## src/rtl/single_stage_pipeline_pkg.sv

```systemverilog
// Shared constants for the single-stage skid-buffer register slice.
package single_stage_pipeline_pkg;

  localparam int DATA_WIDTH_DEFAULT = 32;

endpackage

```

## src/rtl/single_stage_pipeline.sv

```systemverilog
// Full-throughput register slice: a main output register backed by one skid
// register, so in_ready and out_valid/out_data are all driven straight from flops.
module single_stage_pipeline
  import single_stage_pipeline_pkg::*;
#(
  parameter int DATA_WIDTH = DATA_WIDTH_DEFAULT
) (
  input  logic                  clk,
  input  logic                  rst_n,
  input  logic                  in_valid,
  output logic                  in_ready,
  input  logic [DATA_WIDTH-1:0] in_data,
  output logic                  out_valid,
  input  logic                  out_ready,
  output logic [DATA_WIDTH-1:0] out_data
);

  logic                  main_valid_q, main_valid_d;
  logic [DATA_WIDTH-1:0] main_data_q, main_data_d;
  logic                  skid_valid_q, skid_valid_d;
  logic [DATA_WIDTH-1:0] skid_data_q, skid_data_d;
  logic                  in_ready_q, in_ready_d;

  logic in_xfer;
  logic out_xfer;
  logic main_free;

  always_comb begin
    in_xfer   = in_valid && in_ready_q;
    out_xfer  = main_valid_q && out_ready;
    main_free = !main_valid_q || out_xfer;

    main_valid_d = main_valid_q;
    main_data_d  = main_data_q;
    skid_valid_d = skid_valid_q;
    skid_data_d  = skid_data_q;

    if (main_free) begin
      // Skid holds the older beat, so it always refills main first; in_ready
      // is low whenever skid is full, so no new beat competes with it.
      if (skid_valid_q) begin
        main_valid_d = 1'b1;
        main_data_d  = skid_data_q;
        skid_valid_d = 1'b0;
      end else if (in_xfer) begin
        main_valid_d = 1'b1;
        main_data_d  = in_data;
      end else begin
        main_valid_d = 1'b0;
      end
    end else if (in_xfer) begin
      skid_valid_d = 1'b1;
      skid_data_d  = in_data;
    end

    in_ready_d = !skid_valid_d;
  end

  always_ff @(posedge clk) begin
    if (rst_n) begin
      main_valid_q <= 1'b0;
      main_data_q  <= '0;
      skid_valid_q <= 1'b0;
      skid_data_q  <= '0;
      in_ready_q   <= 1'b1;
    end else begin
      main_valid_q <= main_valid_d;
      main_data_q  <= main_data_d;
      skid_valid_q <= skid_valid_d;
      skid_data_q  <= skid_data_d;
      in_ready_q   <= in_ready_d;
    end
  end

  assign in_ready  = in_ready_q;
  assign out_valid = main_valid_q;
  assign out_data  = main_data_q;

endmodule

```

## config.mk

```make
export PLATFORM = sky130hd
export DESIGN_NAME = single_stage_pipeline
export DESIGN_NICKNAME = d
export VERILOG_FILES = /design/src/rtl/single_stage_pipeline_pkg.sv /design/src/rtl/single_stage_pipeline.sv
export SDC_FILE = /design/constraint.sdc
export NUM_CORES = 1
export LEC_CHECK = 0
export BUFFER_PORTS_ARGS = -buffer_cell sky130_fd_sc_hd__buf_2
export CORE_ASPECT_RATIO = 1.5
export CORE_UTILIZATION = 40
export CTS_CLUSTER_DIAMETER = 100
export DETAILED_ROUTE_END_ITERATION = 10
export PLACE_DENSITY_LB_ADDON = 0.2
export SLEW_MARGIN = 5
export SYNTH_ARGS = -nofsm -noshare
export SYNTH_HDL_FRONTEND = slang
export SYNTH_SLANG_ARGS = --single-unit
export TNS_END_PERCENT = 50
```

## constraint.sdc

```tcl
create_clock -name clk -period 1.6 [get_ports clk]
set_clock_uncertainty 0.2 [all_clocks]
set_input_delay 0.16 -clock clk [delete_from_list [all_inputs] [get_ports clk]]
set_output_delay 0.16 -clock clk [all_outputs]
set_load 0.01 [all_outputs]
```

==> flow_summary.toml, run 1 <==
[status]
status = "finished with violations"
violations = "DRC"

[floorplanning]
die_x_um = 71.1
pin_count = 70
dieArea_mm2 = 0.00752
rows = 37
die_y_um = 106
core_region_area_mm2 = 0.00690
start_util_pct = 41.6

[timing]
setup_viol = 0
worst_slew_pin_slew_ns = 0.422
tns_ns = 0
finalMaxSlewViolations = 0
relSlewSlack_pct = 71.9
fmax_ghz = 0.680
fin_crit_ns = 1.47
setup_slack_ns = 0.129
hold_violations = 0
holdWs_ns = 0.0478
rsz0062_at_grt = "no"
period_share_pct = 91.9

[synthesis]
muxShareOfSynthArea_pct = 11.2
synth_async_sr_flop_share_pct = 0
ys_ff_latch = 67
yosysUniqueCellTypes = 19
synth_compound_gate_area_share_pct = 25.7
synth_top_area_share_pct = 46.8
synthTopCellsByArea = "dfxtp_1 (47%), a211oi_2 (13%), a21oi_1 (12%)"
synth-simple-area-share_pct = 9.77
synth_fa_ha_area_share_pct = 0
synth_top_family_by_area = "compound AO/OA/AOI/OAI gates"
synth_area_leader_cell = "dfxtp_1"
synth_edf_count = 0
synth_flop_cell = "dfxtp_1"
ys_seq_area_share_pct = 46.8
synth_nets = 333
syn_avg_cell_area_um2 = 9.66
synth_xor_xnor_area_share_pct = 0
syn_area_mm2 = 0.00287
yosysWarnings = 0
netlist_instances = 297

[routing]
drc = 7
route.vias.total = 2497
wirelength_mm = 6.94
via_per_inst = 5.23
firstDrtPassIters = 7
drtAntennaViolNets = 0
initialDrtViolationCount = 142
wl_per_cell_um = 14.6

[layout]
antenna_cells = 0
fillers = 654
layout_common_cells = "buf_2 (69), a21oi_1 (66), dfxtp_1 (66), nand2_1 (64), dlygate4sd3_1 (33)"
drive_above_1_share_pct = 32.6
layout_commonest_cell = "buf_2"
fin_nets = 431
area_growth_pct = 32.7

[clocking]
path_clk_slew_ns = 0.07
post_cts_buffers = 0
clock-sinks = 67
cts_root_buf = "clkbuf_8"
cts_tree = "built"
htree_levels = 3
clock_path_buffers = 2
cts_buffers = 9
clkLatencyLatePin_ns = 0.34

[power_and_ir_drop]
switchingPower_w = 0.000967
powerDensity_mw_per_mm2 = 1000
ir_worst_vdd_mv = 0.611
p_int_w = 0.00284
leakage_nw = 1.46
power_frac_clock_pct = 36.7
p_comb_share_pct = 15.7
swShare_pct = 25.4
power_frac_seq_pct = 47.6

[setup_path]
arrival_ns = 1.53
required_ns = 1.66
cp_max_fo = 24
worst-setup-path-type = "register to register"
slowest_delay_ns = 0.41
crit_slowest_cell = "dfxtp_1"
critPathBufInv = 1
endpoint_kind = "register"
critPathTopFamily = "compound AO/OA/AOI/OAI gates"
worstPathCellList = "a21o_4, buf_4, a21oi_1, a211oi_2"
start_kind = "register"

[global_routing]
grt.busiest_layer = "met2"
grt_util_met2_pct = 32.8
grt_pass1_vias = 2381
met1_usage_pct = 22.0
grt_max_degree = 35
use_met3_pct = 4.49
antenna_found_initial = 0
grt_pass1_wl_mm = 11.2
grt_overflow = 0
grt.total_usage_pct = 19.3

[placement]
gp_congestion = 0.747
dpl_worst_slack_ns = 0.0531
dp_hpwl_mm = 4.32
portBuffers = 69

[job]
max-cap-violations = 0

[hold_path]
hold_class = "primary input to register"
what timing repair did:
| action | in CTS | in global routing |
|---|---|---|
| hold endpoints to repair | 38 | 0 |
| endpoints found under the setup margin | 0 | 15 |
| resized for setup | 0 | 1 |
| hold buffers | 33 | 0 |
layout make-up:
class	count	area, µm²	area share (%)
multi-input cells	201	1350	35.3
flip-flops and latches	67	1340	35.3
repair buffers	115	823	21.6
clock buffers	13	159	4.17
well taps	78	97.6	2.56
clock inverters	2	35.0	0.920
inverters	1	3.75	0.0986
cells by family (layout without fill, tap and decap cells):
group | after synthesis | count (layout)
flip-flops | 67 | 67
AO/OA/AOI/OAI | 99 | 99
AND/OR/NAND/NOR | 69 | 70
multiplexers | 32 | 32
buffers and inverters | 30 | 131
sequential cells by signal, summed over array words and instances, names as in the netlist:
signal        cells
skid_valid_q      1
out_valid         1
skid_data_q      32
out_data         32
in_ready          1
synthesized netlist by cell type (2+ instances only):
library cell,n
dfxtp_1,67
a21oi_1,66
nand2_1,64
mux2i_1,32
a211oi_2,30
clkbuf_1,13
buf_2,8
buf_12,3
a211oi_1,2
buf_1,2
buf_6,2
power groups by stage:
stage	clock network [W]	registers [W]	logic [W]
CTS	0.00144	0.00181	0.000598
global placement	0	0.00185	0.000528
global route	0.00151	0.00182	0.000657
detailed placement	0	0.00185	0.000537
floorplan	0	0.00188	0.000325
finish	0.00140	0.00181	0.000599
worst paths after layout:
path	to	slack (ns)	cells after the start	startpoint
worst max register to register	out_data[30]	0.13	4	in_ready
worst min register to register	skid_data_q[11]	0.26	2	skid_data_q[11]
worst max-delay path	out_data[30]	0.13	4	in_ready
worst min-delay path	skid_data_q[29]	0.05	2	rst_n
through the flow:
step | utilization, % | std cells | area, µm² | power [W]
floorplan | - | 297 | 2870 | 0.00220
global placement | 47.5 | 428 | 3270 | 0.00238
detailed placement | 47.5 | 428 | 3270 | 0.00239
CTS | 55.1 | 476 | 3800 | 0.00385
global route | 55.2 | 477 | 3810 | 0.00399
finish | 55.2 | 477 | 3810 | 0.00381
per-layer routing:
metal	vias up	share of wire [%]
li1	1236	-
met1	1185	45
met2	60	48
met3	16	3.9
met4	0	2.9
met5	-	0
(Power assumes the default switching activity.)
==> run 2, diff against run 1 <==
--- a/config.mk
+++ b/config.mk
@@ -10,7 +10,8 @@
 export CORE_UTILIZATION = 40
 export CTS_CLUSTER_DIAMETER = 100
 export DETAILED_ROUTE_END_ITERATION = 10
-export PLACE_DENSITY_LB_ADDON = 0.2
+export PLACE_DENSITY = 0.64
+export RECOVER_POWER = 100
 export SLEW_MARGIN = 5
 export SYNTH_ARGS = -nofsm -noshare
 export SYNTH_HDL_FRONTEND = slang
==> run 2 against run 1 <==
Compared with the run above:
- the flow still finishes with violations (DRC)
- first-iteration DRC count rose by 14%
- global-route usage rose by 0.46 points
- non-clock buffer count is the same
- worst setup slack got worse by 0.0019 ns
- utilization is 0.91 points lower
- largest cell class is now registers
==> flow_summary.toml, run 2 (same netlist as run 1, synthesis figures left out) <==
[routing]
wl_per_cell_um = 14.6
drc = 7
route.vias.total = 2464
via_per_inst = 5.17
drtAntennaViolNets = 0
firstDrtPassIters = 7
wirelength_mm = 6.95
initialDrtViolationCount = 162

[clocking]
htree_levels = 3
clkLatencyLatePin_ns = 0.34
cts_root_buf = "clkbuf_8"
cts_buffers = 9
path_clk_slew_ns = 0.07
cts_tree = "built"
clock-sinks = 67
post_cts_buffers = 0
clock_path_buffers = 2

[layout]
fin_nets = 431
regArea_mm2 = 0.00134
fillers = 653
layout.cells.non_filler = 477
layout_common_cells = "a21oi_1 (66), dfxtp_1 (66), nand2_1 (64), clkbuf_1 (36), buf_2 (35)"
area_growth_pct = 30.5
drive_above_1_share_pct = 22.6
multi_input_area_mm2 = 0.00133
antenna_cells = 0

[power_and_ir_drop]
power_frac_clock_pct = 37.0
swShare_pct = 25.6
switchingPower_w = 0.000970
powerDensity_mw_per_mm2 = 1010
power_frac_seq_pct = 47.9
p_comb_share_pct = 15.1
ir_worst_vdd_mv = 0.555
leakage_nw = 1.32
p_int_w = 0.00282

[placement]
portBuffers = 69
gp_congestion = 0.743
dp_hpwl_mm = 4.30
placedCellCount = 427

[timing]
rsz0062_at_grt = "no"
finalMaxSlewViolations = 0
relSlewSlack_pct = 80.3
worst_slew_pin_slew_ns = 0.296
hold_violations = 0
setup_viol = 0
fmax_ghz = 0.679
tns_ns = 0
period_share_pct = 92.0
fin_crit_ns = 1.47

[hold_path]
hold_class = "register to register"

[global_routing]
antenna_found_initial = 0
grt_pass1_vias = 2394
grt.total_usage_pct = 19.8
grt_max_degree = 48
grt_overflow = 0
grt_pass1_wl_mm = 11.6

[floorplanning]
rows = 37
die_y_um = 106
core_region_area_mm2 = 0.00690
pin_count = 70
die_x_um = 71.1
start_util_pct = 41.6
dieArea_mm2 = 0.00752

[setup_path]
crit_slowest_cell = "dfxtp_1"
critPathTopFamily = "compound AO/OA/AOI/OAI gates"
start_kind = "register"
slowest_delay_ns = 0.42
required_ns = 1.66
cp_max_fo = 18
endpoint_kind = "register"
arrival_ns = 1.53
worstPathCellList = "a21o_4, clkbuf_4, a21oi_1, a211oi_2"
worst-setup-path-type = "register to register"
critPathBufInv = 1

[status]
status = "finished with violations"
violations = "DRC"

[job]
max-cap-violations = 0
-- run 2: worst register-to-register path: stages (launching register included) --
cell and delay (ns):
dfxtp_1 0.42, a21o_4 0.17, clkbuf_4 0.27, a21oi_1 0.13, a211oi_2 0.21
-- run 2: per-stage QoR --
stage | util [%] | area [µm²] | hold slack, ns | total power, W | setup WS, ns
floorplan | - | 2870 | 0.0960 | 0.00220 | 0.163
detailed placement | 47.3 | 3270 | 0.219 | 0.00238 | 0.0489
global placement | 47.3 | 3270 | 0.211 | 0.00237 | 0.0965
global route | 54.3 | 3740 | 0.277 | 0.00395 | 0.0476
CTS | 55.1 | 3800 | 0.225 | 0.00385 | 0.0397
finish | 54.3 | 3740 | 0.256 | 0.00379 | 0.127
-- run 2: per-layer routing --
metal,wire length (µm),up-vias,track usage (%)
li1,-,1236,-
met1,3200,1161,24.9
met2,3410,61,32.5
met3,253,6,4.59
met4,92,0,7.71
met5,0,-,0
-- run 2: repair_timing --
item | 4_1_cts | 5_1_grt
hold buffers | 34 | 0
endpoints found under the hold margin | 44 | 0
endpoints found under the setup margin | 0 | 32
resized for setup | 0 | 1
-- run 2: power groups by stage --
stage | combinational (W) | clock (W) | sequential (W)
final | 0.000572 | 0.00140 | 0.00182
after global routing | 0.000626 | 0.00150 | 0.00183
after CTS | 0.000598 | 0.00144 | 0.00181
after detailed placement | 0.000534 | 0 | 0.00185
after global placement | 0.000525 | 0 | 0.00185
after floorplan | 0.000325 | 0 | 0.00188
-- run 2: area by class of cell --
class / count / share of cell area [%]
Sequential cell: 67 / 35.9
Multi-Input combinational cell: 201 / 35.4
Timing Repair Buffer: 115 / 20.9
Clock buffer: 13 / 4.24
Tap cell: 78 / 2.61
Clock inverter: 2 / 0.936
Inverter: 1 / 0.100
-- run 2: worst paths after layout --
check / from / end / slack (ns) / cells after the start
worst max-delay path: in_ready / out_data[13] / 0.13 / 4
worst min register to register: skid_data_q[4] / skid_data_q[4] / 0.26 / 2
worst min-delay path: skid_data_q[4] / skid_data_q[4] / 0.26 / 2
worst max register to register: in_ready / out_data[13] / 0.13 / 4
==> run 3, diff against run 2 <==
--- a/config.mk
+++ b/config.mk
@@ -7,10 +7,11 @@
 export LEC_CHECK = 0
 export BUFFER_PORTS_ARGS = -buffer_cell sky130_fd_sc_hd__buf_2
 export CORE_ASPECT_RATIO = 1.5
-export CORE_UTILIZATION = 40
+export CORE_UTILIZATION = 50
+export CTS_BUF_LIST = sky130_fd_sc_hd__clkbuf_2
 export CTS_CLUSTER_DIAMETER = 100
 export DETAILED_ROUTE_END_ITERATION = 10
-export PLACE_DENSITY = 0.64
+export PLACE_DENSITY = 0.76
 export RECOVER_POWER = 100
 export SLEW_MARGIN = 5
 export SYNTH_ARGS = -nofsm -noshare
==> run 3 against run 2 <==
Compared with the run above:
- the flow now finishes without violations
- routed wire length grew 0.73%
- worst hold slack lost 0.040 ns
- sequential power hardly changed
- largest cell class unchanged
- sequential share of layout area increased by 1.3 points
- worst setup slack worse by 0.033 ns
- die area decreased by 20%
- non-clock buffer count increased by 3
==> flow_summary.toml, run 3 (same netlist as run 1, synthesis figures left out) <==
[clocking]
clock-sinks = 67
cts_tree = "built"
clock_path_buffers = 2
cts_root_buf = "clkbuf_2"
htree_levels = 3
clkLatencyLatePin_ns = 0.51
cts_buffers = 9
path_clk_slew_ns = 0.17

[global_routing]
grt_pass1_vias = 2418
grt_overflow = 0
grt_max_degree = 41
grt_pass1_wl_mm = 11.1
antenna_found_initial = 0
grt.total_usage_pct = 24.4

[hold_path]
hold_class = "primary input to register"

[timing]
fmax_ghz = 0.664
tns_ns = 0
holdWs_ns = 0.216
relSlewSlack_pct = 79.0
rsz0062_at_grt = "no"
worst_slew_pin_slew_ns = 0.314
hold_violations = 0
finalMaxSlewViolations = 0
fin_crit_ns = 1.51
period_share_pct = 94.1
setup_viol = 0

[layout]
area_growth_pct = 25.8
fin_nets = 434
utilization_pct = 65.7
drive_above_1_share_pct = 22.6
layout_commonest_cell = "dfxtp_1"
antenna_cells = 0
layout_common_cells = "dfxtp_1 (67), a21oi_1 (66), nand2_1 (64), dlygate4sd3_1 (35), buf_2 (35)"

[power_and_ir_drop]
ir_worst_vdd_mv = 0.542
power_w = 0.00317
leakage_nw = 1.29
powerDensity_mw_per_mm2 = 878

[routing]
via_per_inst = 5.38
drc = 0
wl_per_cell_um = 14.8
drtAntennaViolNets = 0
initialDrtViolationCount = 114
firstDrtPassIters = 4
wirelength_mm = 7.01
route.vias.total = 2539

[setup_path]
endpoint_kind = "register"
critPathBufInv = 1
critPathTopFamily = "compound AO/OA/AOI/OAI gates"
worst-setup-path-type = "register to register"
cp_max_fo = 22
slowest_delay_ns = 0.44
start_kind = "register"
arrival_ns = 1.74
required_ns = 1.83
worstPathCellList = "a21o_4, buf_4, a21oi_1, a211oi_2"
crit_slowest_cell = "dfxtp_1"

[floorplanning]
die_y_um = 94.8
pin_count = 70
dieArea_mm2 = 0.00605
die_x_um = 63.8
start_util_pct = 52.2
rows = 33
core_region_area_mm2 = 0.00549

[placement]
gp_congestion = 0.740
dp_hpwl_mm = 4.35
portBuffers = 69

[job]
max-cap-violations = 0

[status]
status = "finished, final reports clean"
[run 3: cell count changes in the layout (fill, tap and decap cells not counted), sizes merged]
cell | previous run | this run
dlygate4sd3 | 34 | 35
buf | 45 | 47
bufinv | 1 | 0
clkbuf | 49 | 47
clkinv | 2 | 5
[run 3: stage by stage]
stage	cell area, µm²	cells	setup WS [ns]
final	3610	472	0.0940
after global routing	3610	472	0.0182
after CTS	3670	471	0.0455
after detailed placement	3250	421	0.0747
after global placement	3250	421	0.122
after floorplan	2870	297	0.163
[run 3: metal layers]
metal | track usage (%) | wire, µm | vias up
li1 | - | - | 1244
met1 | 26.8 | 2940 | 1206
met2 | 42.7 | 3560 | 73
met3 | 7.49 | 298 | 16
met4 | 10.6 | 206 | 0
met5 | 0 | 0 | -
[run 3: final cells by class]
cell class / instances / area, µm²
clock buffers: 11 / 55.1
clock inverters: 4 / 18.8
fillers: 500 / 1880
inverters: 1 / 3.75
multi-input cells: 201 / 1320
flip-flops and latches: 67 / 1340
well taps: 70 / 87.6
repair buffers: 118 / 781
[run 3: worst reg2reg max path, delay by kind of cell (launching register included)]
kind	cells	cell delay, ns
flip-flops	1	0.44
buffers and inverters	1	0.27
AO/OA/AOI/OAI	3	0.52
[run 3: final timing paths]
check	start	end	cells past startpoint	slack, ns
hold / removal	in_data[19]	skid_data_q[19]	4	0.22
setup / recovery	in_ready	out_data[18]	4	0.09
hold reg to reg	skid_data_q[22]	skid_data_q[22]	2	0.27
setup reg to reg	in_ready	out_data[18]	4	0.09
[run 3: timing repair]
item | 4_1_cts | 5_1_grt
buffers inserted | 0 | 0
hold buffers | 35 | 0
resized for setup | 0 | 1
hold endpoints to repair | 67 | 0
endpoints found under the setup margin | 0 | 24
[run 3: report_power, final]
part	switching (W)	total, W	internal [W]
combinational	0.000316	0.000574	0.000258
clock	0.000576	0.000773	0.000197
sequential	0.0000545	0.00182	0.00177
